File: config.mk
export PLATFORM = sky130hd
export DESIGN_NAME = reg_dump_flat
export DESIGN_NICKNAME = d
export VERILOG_FILES = /design/src/rtl/reg_dump_if.sv /design/src/rtl/reg_dump.sv /design/src/flat_wrapper.sv
export SDC_FILE = /design/constraint.sdc
export NUM_CORES = 1
export LEC_CHECK = 0
export ABC_AREA = 1
export BUFFER_PORTS_ARGS = -buffer_cell sky130_fd_sc_hd__buf_4
export CAP_MARGIN = 10
export CORE_ASPECT_RATIO = 0.75
export CORE_MARGIN = 2
export CORE_UTILIZATION = 40
export DETAILED_ROUTE_END_ITERATION = 16
export GPL_TIMING_DRIVEN = 0
export MAX_ROUTING_LAYER = met4
export PLACE_DENSITY_LB_ADDON = 0.25
export SYNTH_ARGS = -nofsm -noshare
export SYNTH_HDL_FRONTEND = slang
export SYNTH_SLANG_ARGS = --single-unit
File: constraint.sdc
create_clock -name clock -period 2.7 [get_ports clock]
set_input_delay 0.27 -clock clock [delete_from_list [all_inputs] [get_ports clock]]
set_output_delay 0.27 -clock clock [all_outputs]
set_load 0.03 [all_outputs]
File: src/rtl/reg_dump_if.sv
// Word stream carrying one dumped register value (data plus its index)
// from the dump engine to the debug host.
interface reg_dump_if;
    logic        out_valid;
    logic        out_ready;
    logic [31:0] out_data;
    logic [4:0]  out_index;

    modport master (
        output out_valid,
        output out_data,
        output out_index,
        input  out_ready
    );

    modport slave (
        input  out_valid,
        input  out_data,
        input  out_index,
        output out_ready
    );
endinterface

File: src/rtl/reg_dump.sv
// Register-file dump engine: freezes the CPU, walks FIRST_REG..LAST_REG over the
// asynchronous read port and streams each value out with its index.
module reg_dump #(
    parameter int FIRST_REG = 0,
    parameter int LAST_REG  = 31
) (
    input  logic        clock,
    input  logic        reset,
    input  logic        start,
    output logic [4:0]  rd_addr,
    input  logic [31:0] rd_data,
    reg_dump_if.master  dump,
    output logic        freeze,
    output logic        busy,
    output logic        done
);

    typedef enum logic [1:0] {
        ST_IDLE,
        ST_READ,
        ST_SEND,
        ST_DONE
    } state_t;

    localparam logic [4:0] FIRST_IDX = 5'(FIRST_REG);
    localparam logic [4:0] LAST_IDX  = 5'(LAST_REG);

    state_t     state;
    logic [4:0] idx;

    // The read port is only driven while a value is being captured.
    assign rd_addr = (state == ST_READ) ? idx : 5'd0;

    always_ff @(posedge clock or negedge reset) begin
        if (!reset) begin
            state          <= ST_IDLE;
            idx            <= 5'd0;
            dump.out_valid <= 1'b0;
            dump.out_data  <= 32'd0;
            dump.out_index <= 5'd0;
            freeze         <= 1'b0;
            busy           <= 1'b0;
            done           <= 1'b0;
        end else begin
            case (state)
                ST_IDLE: begin
                    done <= 1'b0;
                    if (start) begin
                        idx    <= FIRST_IDX;
                        state  <= ST_READ;
                        freeze <= 1'b1;
                        busy   <= 1'b1;
                    end
                end
                ST_READ: begin
                    dump.out_data  <= rd_data;
                    dump.out_index <= idx;
                    dump.out_valid <= 1'b1;
                    state          <= ST_SEND;
                end
                ST_SEND: begin
                    // idx stops at LAST_IDX, so a full 0..31 walk never wraps.
                    if (dump.out_ready) begin
                        dump.out_valid <= 1'b0;
                        if (idx == LAST_IDX) begin
                            state <= ST_DONE;
                            done  <= 1'b1;
                        end else begin
                            idx   <= idx + 5'd1;
                            state <= ST_READ;
                        end
                    end
                end
                ST_DONE: begin
                    done   <= 1'b0;
                    freeze <= 1'b0;
                    busy   <= 1'b0;
                    state  <= ST_IDLE;
                end
                default: state <= ST_IDLE;
            endcase
        end
    end

endmodule

File: src/flat_wrapper.sv
// flat-port wrapper written by rule: the top's interface ports become plain ports
module reg_dump_flat 
#(
    parameter int FIRST_REG = 0,
    parameter int LAST_REG  = 31
)
  (clock, reset, start, rd_addr, rd_data, freeze, busy, done, dump_out_valid, dump_out_data, dump_out_index, dump_out_ready);
  reg_dump_if dump_i ();
  input  logic clock;
  input  logic reset;
  input  logic start;
  output logic [4:0] rd_addr;
  input  logic [31:0] rd_data;
  output logic freeze;
  output logic busy;
  output logic done;
  output wire logic [$bits(dump_i.out_valid)-1:0] dump_out_valid;
  output wire logic [$bits(dump_i.out_data)-1:0] dump_out_data;
  output wire logic [$bits(dump_i.out_index)-1:0] dump_out_index;
  input wire logic [$bits(dump_i.out_ready)-1:0] dump_out_ready;
  assign dump_out_valid = dump_i.out_valid;
  assign dump_out_data = dump_i.out_data;
  assign dump_out_index = dump_i.out_index;
  assign dump_i.out_ready = dump_out_ready;
  reg_dump #(.FIRST_REG(FIRST_REG), .LAST_REG(LAST_REG)) u_core (.clock(clock), .reset(reset), .start(start), .rd_addr(rd_addr), .rd_data(rd_data), .dump(dump_i), .freeze(freeze), .busy(busy), .done(done));
endmodule
; ---- Yosys cells after proc, flatten, opt, wreduce, memory -nomap -nowiden
; Cells that the tools add are included.
[totals]
register_bits = 47
in_bits = 36
word_cells = 43
output_inout_bits = 46
[classes]
n_mux = 16
eq_ne = 8
n_reduce_logical = 11
add_sub_neg = 1
[op_table]
columns = cell, n
row1 = two-way mux 5 bit, 4
row2 = one-hot mux 5 bit (2 select lines), 1
row3 = one-hot mux 2 bit (4 select lines), 1
row4 = nonzero test 2 bit, 4
row5 = two-way mux 2 bit, 3
row6 = "inequality test 2 bit, second input constant", 3
row7 = one-hot mux 1 bit (2 select lines), 3
row8 = AND reduction 2 bit, 3
row9 = "adder 5 x 1 -> 5 bit, second input constant", 1
row10 = "equality test 5 bit, second input constant", 1
row11 = "equality test 2 bit, second input constant", 2
row12 = two-way mux 1 bit, 4
row13 = AND reduction 4 bit, 1
row14 = AND reduction 3 bit, 1
row15 = "equality test 2 x 1 -> 1 bit, second input constant", 1
row16 = zero test 2 bit, 1
row17 = "inequality test 2 x 1 -> 1 bit, second input constant", 1
row18 = OR reduction 2 bit, 1

; ---- Longest topological paths before layout
; Gate-level depths: netlist of the first run.
[depth]
word_depth = 4
depth_mapped = 10
depth_no_buf = 10

; ---- Worst setup path after synthesis of the first run
; No wires, ideal clock.
[synth_timing]
path_kind = flip-flop to output port
from = register u_core.state[1]
to = output rd_addr[0]
stages_incl_launch_ff = 7
arrival_time_ns = 1.205
n_path_buf = 2
setup_slack_ns = 1.225
required_time_ns = 2.430
cell_sequence = dfrtp_1 > inv_1 > ha_1 > buf_6 > buf_2 > nand2_1 > inv_1
[synth_between]
elab_chain_len = 2
[synth_rtl]
columns = element, line_no
row1 = start: declaration, reg_dump.sv:28  ; state_t state;
row2 = start signal: assignment, reg_dump.sv:36  ; state <= ST_IDLE;
row3 = start signal: assignment, reg_dump.sv:50  ; state <= ST_READ;
row4 = start signal: assignment, reg_dump.sv:59  ; state <= ST_SEND;
row5 = equality test 2 x 1 -> 1 bit, reg_dump.sv:32  ; assign rd_addr = (state == ST_READ) ? idx : 5'd0;
row6 = two-way mux 5 bit, reg_dump.sv:32
row7 = end: declaration, flat_wrapper.sv:12  ; output logic [4:0] rd_addr;
; Every way passes these cells.

; ---- Worst setup path in the final report of the first run
[layout_timing]
from = register u_core.state[1]
to = output rd_addr[1]
; The elaborated chain is that of the path after synthesis.

==> results of run 1 <==
area by class of cell:
cell class,instances,share of cell area
Clock buffer,7,0.03288
Clock inverter,1,0.002562
Inverter,21,0.02690
Sequential cell,47,0.4014
Tap cell,72,0.03074
Multi-Input combinational cell,93,0.2750
Timing Repair Buffer,82,0.2109
Buffer,6,0.01964
worst register-to-register path, delay by kind of cell, from the launching register on:
family / cells / cell delay [ns]
buffers and inverters: 1 / 0.05
DFF: 1 / 0.45
AOI/OAI and AO/OA: 1 / 0.05
adders and majority gates: 2 / 0.44
and+or+nand+nor: 6 / 0.48
worst min path at each step:
stage / startpoint / to / slack [ns] / cells past startpoint
floorplan: reset / u_core.done / -0.03 / 0
global placement: reset / u_core.dump.out_data[24] / 0.32 / 1
detailed placement: reset / u_core.dump.out_data[24] / 0.32 / 1
CTS: rd_data[31] / u_core.dump.out_data[31] / 0.19 / 2
global route: rd_data[14] / u_core.dump.out_data[14] / 0.18 / 2
finish: rd_data[31] / u_core.dump.out_data[31] / 0.20 / 2
repair_timing:
item	CTS	global route
hold endpoints to repair	18	0
setup buffers	0	0
hold buffers	1	0
placed cells by master, fill, tap and decap left out, drive strengths merged:
| cell | instances |
|---|---|
| a21oi | 2 |
| nor2 | 4 |
| ha | 7 |
| a31oi | 1 |
| clkbuf | 7 |
| o21ai | 11 |
| buf | 87 |
| nand4 | 1 |
| dlygate4sd3 | 1 |
| dfrtp | 47 |
| inv | 21 |
| nand3 | 4 |
| nand2 | 30 |
| clkinvlp | 1 |
| or2 | 1 |
| mux2 | 32 |
logic make-up after synthesis:
kind of cell	after synthesis
flip-flops	47
AND/OR/NAND/NOR	40
multiplexers	32
buffers and inverters	27
AO/OA/AOI/OAI	14
adder cells (fa/ha/maj)	7
sequential cells by signal (all words and copies together) (netlist names):
name,cells
u_core.dump.out_data,32
u_core.dump.out_index,5
u_core.idx,5
u_core.state,2
u_core.done,1
u_core.dump.out_valid,1
u_core.freeze,1
power breakdown:
| group | switching [mW] | internal (mW) |
|---|---|---|
| Combinational | 1.15 | 1.02 |
| Sequential | 0.191 | 1.02 |
| Clock | 0.228 | 0.233 |
metal layers:
layer  vias up  share of wire
met4         0         0.0049
met1       671           0.48
met5         -              0
met3         2          0.049
li1        716              -
met2        35           0.46
metrics by stage:
stage / cell area, µm² / setup WS, ns
finish: 2930 / 0.7846
detailed placement: 2816 / 1.095
floorplan: 2118 / 1.225
CTS: 2930 / 0.7715
global route: 2930 / 0.6522
global placement: 2816 / 1.106
==> results.md, run 1 <==
* Finished Core Util at 0.5849
* Fraction of synthesized cell area in xor and xnor cells at 0
* Top post-synthesis cells by area: sky130_fd_sc_hd__dfrtp_1 56%, sky130_fd_sc_hd__mux2_4 21%, sky130_fd_sc_hd__nand2_1 5.0%
* Vias at approximately 1,400
* Prevailing post-synth register cell: sky130_fd_sc_hd__dfrtp_1
* Hold violation total from the final report at 0
* Cell leakage power at 1.552 nW
* Final GP Congestion at between 0.7 and 0.8
* Synthesized Nets at 210
* Die Area at between 5000 and 6000 µm²
* Count of final setup violators at 0
* Footprint of the flip-flops and latches at roughly 1200 µm²
* Worst flop-to-flop path startpoint: u_core.idx[0]
* Cell Area, Synth at approximately 2100 µm²
* Launching element type of the critical path: register
* CP Capture Point: rd_addr[1]
* Total clock sinks at 47
* Largest delay contributor family on the critical path: buffers and inverters
* Launching instance or port of the critical path: u_core.state[1]
* Met1 track demand over resource at 0.1992
* Number of buffers and inverters on the critical path at 5
* Fraction of layout cells with a size suffix above 1 at 0.5175
* Root buffer cell: sky130_fd_sc_hd__clkbuf_8
* Reg-to-reg slack, setup at 1.11 ns
* Cell repeated most along the worst path: sky130_fd_sc_hd__inv_1
* CP Depth at 7
* Pin count of the biggest net entering global routing at 48
* Synthesized-area fraction occupied by ao, oa, aoi and oai cells at 0.03721
* Initial DRC count at between 50 and 60
* Post_cts resized at 0
* Transition time at the pin with the least slew margin at just under 0.6 ns
* Kind of capture point of the worst setup path: output pin
* Area share of the largest cell type after synthesis at 0.5552
* Antenna Diode Count at 0
* Clock-pin slew reported for the worst setup and hold paths after clock tree synthesis at around 0.090 ns
* Number of standard-cell rows in the floorplan at 22
* Total of warnings raised by yosys at 0
* Fmax achieved at around 520 MHz
* H-tree Lvls at 2
* CTS tree: done
* R2R cell count at 10
* Area grow syn2layout at 38.33%
* Antenna-violating nets left at 0
* Netlist cell types at 20
* HPWL after detailed placement at 2959 µm
* Share of flip-flops with an asynchronous set or reset after synthesis at 1.000
* Top cell type by total area after synthesis: sky130_fd_sc_hd__dfrtp_1
* Number of cells after detailed placement at 320
* Maximum fanout along the worst path at 10
* Initial Util at 0.4228
* Fillers at 446
* Top cell types by occurrence after synthesis: 47 x sky130_fd_sc_hd__dfrtp_1, 29 x sky130_fd_sc_hd__mux2_4, 28 x sky130_fd_sc_hd__nand2_1
* Pre-antenna DRT Iters at 4
* Type of the most critical hold path: primary input to register
* Total core area at roughly 5000 µm²
* Total Routing Usage GR at 0.1482
* Number of port buffers at 81
* Ordered list of cells on the worst path: inv_1 -> ha_1 -> buf_6 -> buf_2 -> nand2_1 -> inv_1 -> buf_4
* Final cycle utilization of the critical path at 0.7094
* Number of storage elements in the synthesis netlist at 47
* Mean area per synthesized cell at roughly 13 µm²
* Required time at the endpoint of the critical path at ~2.4 ns
* Per-cell via count in the routed design at 4.328
* Maximum buffer depth of the clock tree at 2
* Routed length per placed instance at roughly 12 µm
* Clock latency on the worst-skew pair at 0.29 ns
* Setup TNS after final layout at 0 ns
* Worst-path cell with the longest stage delay: sky130_fd_sc_hd__dfrtp_1
* Die height at about 67 µm
* Global-route wire length before repair at approximately 6500 µm
* Num ports at 82
* Total Routed Length at 4063 µm
* Delay of the slowest cell on the worst path at slightly above 0.4 ns
* Most frequently used cell type in the post-synthesis netlist: sky130_fd_sc_hd__dfrtp_1
* Run status: complete, no violations
* Global routing's busiest layer: met2
* Number of pins with negative max-slew slack in the final report at 0
* Start-to-end type of the worst setup path: register to output pin
* Number of antenna violations at the first check in global routing at 0
* Area taken by multi-input logic gates at a little over 800 µm²
* Post-layout net count at about 300
* Post-synthesis share of cell area spent on and, or, nand and nor gates at 0.08033
* R2R Path End: u_core.idx[3]
* Final standard cell count with taps included and fillers excluded at between 300 and 400
* Post-synthesis mux area share at 0.2215
* Total power after layout at between 3 and 4 mW
* Adder-Cell Fraction of Synth Area at 0.04135
* Power density normalized to cell area at roughly 1300 nW/µm²
* Max-Cap Viols at 0
* GR met2 Demand/Resource at 0.2273
* Setup repair after global routing missed its margin: false
* Largest family of logic cells by synthesized area: multiplexers
* Number of flops mapped to enable cells by yosys at 0
* Post-Route Hold Slack at roughly 0.2 ns
* Tmin final at about 1.9 ns
* Crit path arrival time at about 1.7 ns
* Number of instances in the synthesized netlist at 167
* Vias in the first global route at 1,389
* Number of clock buffers inserted by TritonCTS at 5
* Die span in x at between 80 and 90 µm
* Total gr overflow at 0
* Largest vdd supply drop at roughly 0.66 mV
* GR Layer Usage met3 at 0.03841
* Seq/Total Area, Yosys at 0.5552
* Clock skew after layout at ~0.0085 ns
* DRC Markers at 0
* Slew Limit Headroom at 0.6125
No activity file was read; power rests on OpenSTA's default activity.
==> run 2, diff against run 1 <==
==> constraint.sdc (replaced) <==
create_clock -name clock -period 1.6 [get_ports clock]
set_input_delay 0.16 -clock clock [delete_from_list [all_inputs] [get_ports clock]]
set_output_delay 0.16 -clock clock [all_outputs]
set_load 0.03 [all_outputs]
==> run 2 against run 1 <==
Net effect: sequential cell count stayed put; combinational power is 82% higher; clock-buffer cell count stayed put; wire length is 5.1% higher; clock power is 68% higher; power is 76% higher; non-clock buffer count is 9 higher; via count is 4.6% higher; register-to-register slack worse by 1.1 ns; sequential power is 69% higher; first-iteration DRC count is 22% lower; sequential share of layout area is 1.8 points lower; critical path type is now register to register; largest power group unchanged.
==> results.md, run 2 (synthesized netlist as in run 1, its figures left out) <==
* Run status: complete, no violations
* Post-Route Hold Slack at roughly 0.091 ns
* DRC Markers at 0
* Launching instance or port of the critical path: u_core.idx[1]
* Total power after layout at between 6 and 7 mW
* Cell leakage power at around 1.6 nW
* Clock-pin slew reported for the worst setup and hold paths after clock tree synthesis at ~0.09 ns
* Worst-path cell with the longest stage delay: sky130_fd_sc_hd__dfrtp_1
* Fillers at about 430
* Per-cell via count in the routed design at 4.408
* Number of cells after detailed placement at 320
* Count of final setup violators at 0
* Slew Limit Headroom at 0.6116
* Switching component of the power at 2.746 mW
* Maximum fanout along the worst path at 7
* H-tree Lvls at 2
* Dpl cell area at 2816 µm²
* Root buffer cell: sky130_fd_sc_hd__clkbuf_8
* Endpoint of the worst hold-timing path: u_core.dump.out_data[31]
* Sequential power share at 0.302
* Die height at about 67 µm
* Routed length per placed instance at 12.64 µm
* Cell repeated most along the worst path: sky130_fd_sc_hd__nand2_2
* Comb power frac at 0.583
* Origin of the worst min-delay path: rd_data[31]
* Kind of capture point of the worst setup path: register
* Fmax achieved at 645.1 MHz
* Hold violation total from the final report at 0
* Clock latency on the worst-skew pair at ~0.29 ns
* Area grow syn2layout at 45.01%
* Net switching share of the total power at 0.4054
* R2R cell count at 10
* Total core area at 5010 µm²
* Tmin final at 1.550 ns
* Final worst-path setup slack at roughly 0.050 ns
* Reg-to-reg slack, setup at between 0.04 and 0.05 ns
* Footprint of the flip-flops and latches at roughly 1200 µm²
* Worst flop-to-flop path startpoint: u_core.idx[1]
* Top library cells by usage in the layout, fill and taps aside: 87 x sky130_fd_sc_hd__buf_4, 46 x sky130_fd_sc_hd__dfrtp_1, 29 x sky130_fd_sc_hd__mux2_4
* Most common cell after layout, fill and taps aside: sky130_fd_sc_hd__buf_4
* CTS tree: done
* Crit path arrival time at 1.78 ns
* Fraction of power consumed by the clock network at 0.114
* Number of clock buffers inserted by TritonCTS at 5
* Type of the most critical hold path: primary input to register
* Number of standard-cell rows in the floorplan at 22
* Final cycle utilization of the critical path at 0.9689
* R2R Path End: u_core.idx[0]
* Total Routing Usage GR at 0.1512
* Pre-antenna DRT Iters at 4
* Num ports at between 80 and 90
* Final standard cell count with taps included and fillers excluded at between 300 and 400
* Area taken by multi-input logic gates at 848.3 µm²
* Die span in x at between 80 and 90 µm
* Number of port buffers at 81
* Fraction of layout cells with a size suffix above 1 at 0.5865
* HPWL after detailed placement at 2959 µm
* Required time at the endpoint of the critical path at between 1.5 and 2 ns
* Reg with most FFs: u_core.dump.out_data
* Initial Util at 0.4228
* Maximum buffer depth of the clock tree at 2
* Flip-flop count of the largest register after layout at 32
* Number of buffers and inverters on the critical path at 1
* Setup repair after global routing missed its margin: true
* Power density normalized to cell area at 2205 nW/µm²
* Number of pins with negative max-slew slack in the final report at 0
* Setup TNS after final layout at 0 ns
* Total Routed Length at ~4300 µm
* Largest delay contributor family on the critical path: simple AND/OR/NAND/NOR gates
* Delay of the slowest cell on the worst path at about 0.45 ns
* Die Area at between 5000 and 6000 µm²
* Clock skew after layout at around 0.0059 ns
* Largest vdd supply drop at 1.160 mV
* Power Internal at ~4 mW
* Ordered list of cells on the worst path: ha_2 -> nand2_2 -> nor2_2 -> ha_2 -> inv_1 -> nand2_2 -> nand2_2 -> nand2_4 -> nand2_1 -> nand2_1
* Finished Core Util at 0.6131
* Regs by FF count: u_core.dump.out_data (32), u_core.dump.out_index (5), u_core.idx (5)
* Antenna Diode Count at 0
* Final GP Congestion at about 0.76
* Launching element type of the critical path: register
* Total clock sinks at 47
* Antenna-violating nets left at 0
* Transition time at the pin with the least slew margin at 0.5826 ns
* Pin count of the biggest net entering global routing at between 40 and 50
* Initial DRC count at 43
* Post-placement worst setup slack at approximately 0.026 ns
* Vias at about 1,500
* Post-route cell area at around 3100 µm²
* Max-Cap Viols at 0
* Total gr overflow at 0
* Number of antenna violations at the first check in global routing at 0
* Number of cells on the worst hold path at 2
* Global-route wire length before repair at about 6600 µm
* Post-layout net count at just over 300
* Vias in the first global route at 1,417
* Start-to-end type of the worst setup path: register to register
## run 2: worst reg2reg max path, cell delays in order, from the launching register on
cell and delay, ns:
sky130_fd_sc_hd__dfrtp_1 0.45, sky130_fd_sc_hd__ha_2 0.23, sky130_fd_sc_hd__nand2_2 0.06, sky130_fd_sc_hd__nor2_2 0.11, sky130_fd_sc_hd__ha_2 0.18, sky130_fd_sc_hd__inv_1 0.05, sky130_fd_sc_hd__nand2_2 0.10, sky130_fd_sc_hd__nand2_2 0.08
sky130_fd_sc_hd__nand2_4 0.11, sky130_fd_sc_hd__nand2_1 0.07, sky130_fd_sc_hd__nand2_1 0.06
## run 2: worst max-delay path by stage
stage / end / cells after the start
floorplan: u_core.idx[2] / 10
global placement: u_core.idx[2] / 10
detailed placement: u_core.idx[2] / 10
CTS: u_core.idx[2] / 10
global route: u_core.idx[1] / 10
finish: u_core.idx[0] / 10
## run 2: routing by layer
layer	wire length, µm	vias up	global-route usage	part of all wire
met5	0	-	-	0
met4	27	0	0.03409	0.0063
met3	203	4	0.03841	0.048
met2	2073	39	0.2348	0.49
met1	1967	711	0.2016	0.46
li1	-	736	-	-
## run 2: cell type report
class | instances | area share
plain buffers | 5 | 0.01711
repair buffers | 92 | 0.2346
inverters | 21 | 0.02566
well taps | 72 | 0.02933
clock inverters | 1 | 0.002444
flip-flops and latches | 47 | 0.3833
clock buffers | 7 | 0.03136
multi-input cells | 93 | 0.2762
## run 2: power groups by stage
stage	Combinational (mW)	Sequential (mW)	Clock, mW
finish	3.95	2.05	0.773
global route	4.22	2.12	0.855
CTS	3.81	2.04	0.798
detailed placement	3.69	2.06	0
global placement	3.67	2.04	0
floorplan	1.64	2.95	0
## run 2: what timing repair did
action / 4_1_cts / 5_1_grt
endpoints found under the hold margin: 47 / 0
endpoints found under the setup margin: 5 / 22
pin swaps: 0 / 4
buffers inserted: 4 / 6
gates resized for setup: 1 / 19
hold buffers: 1 / 0
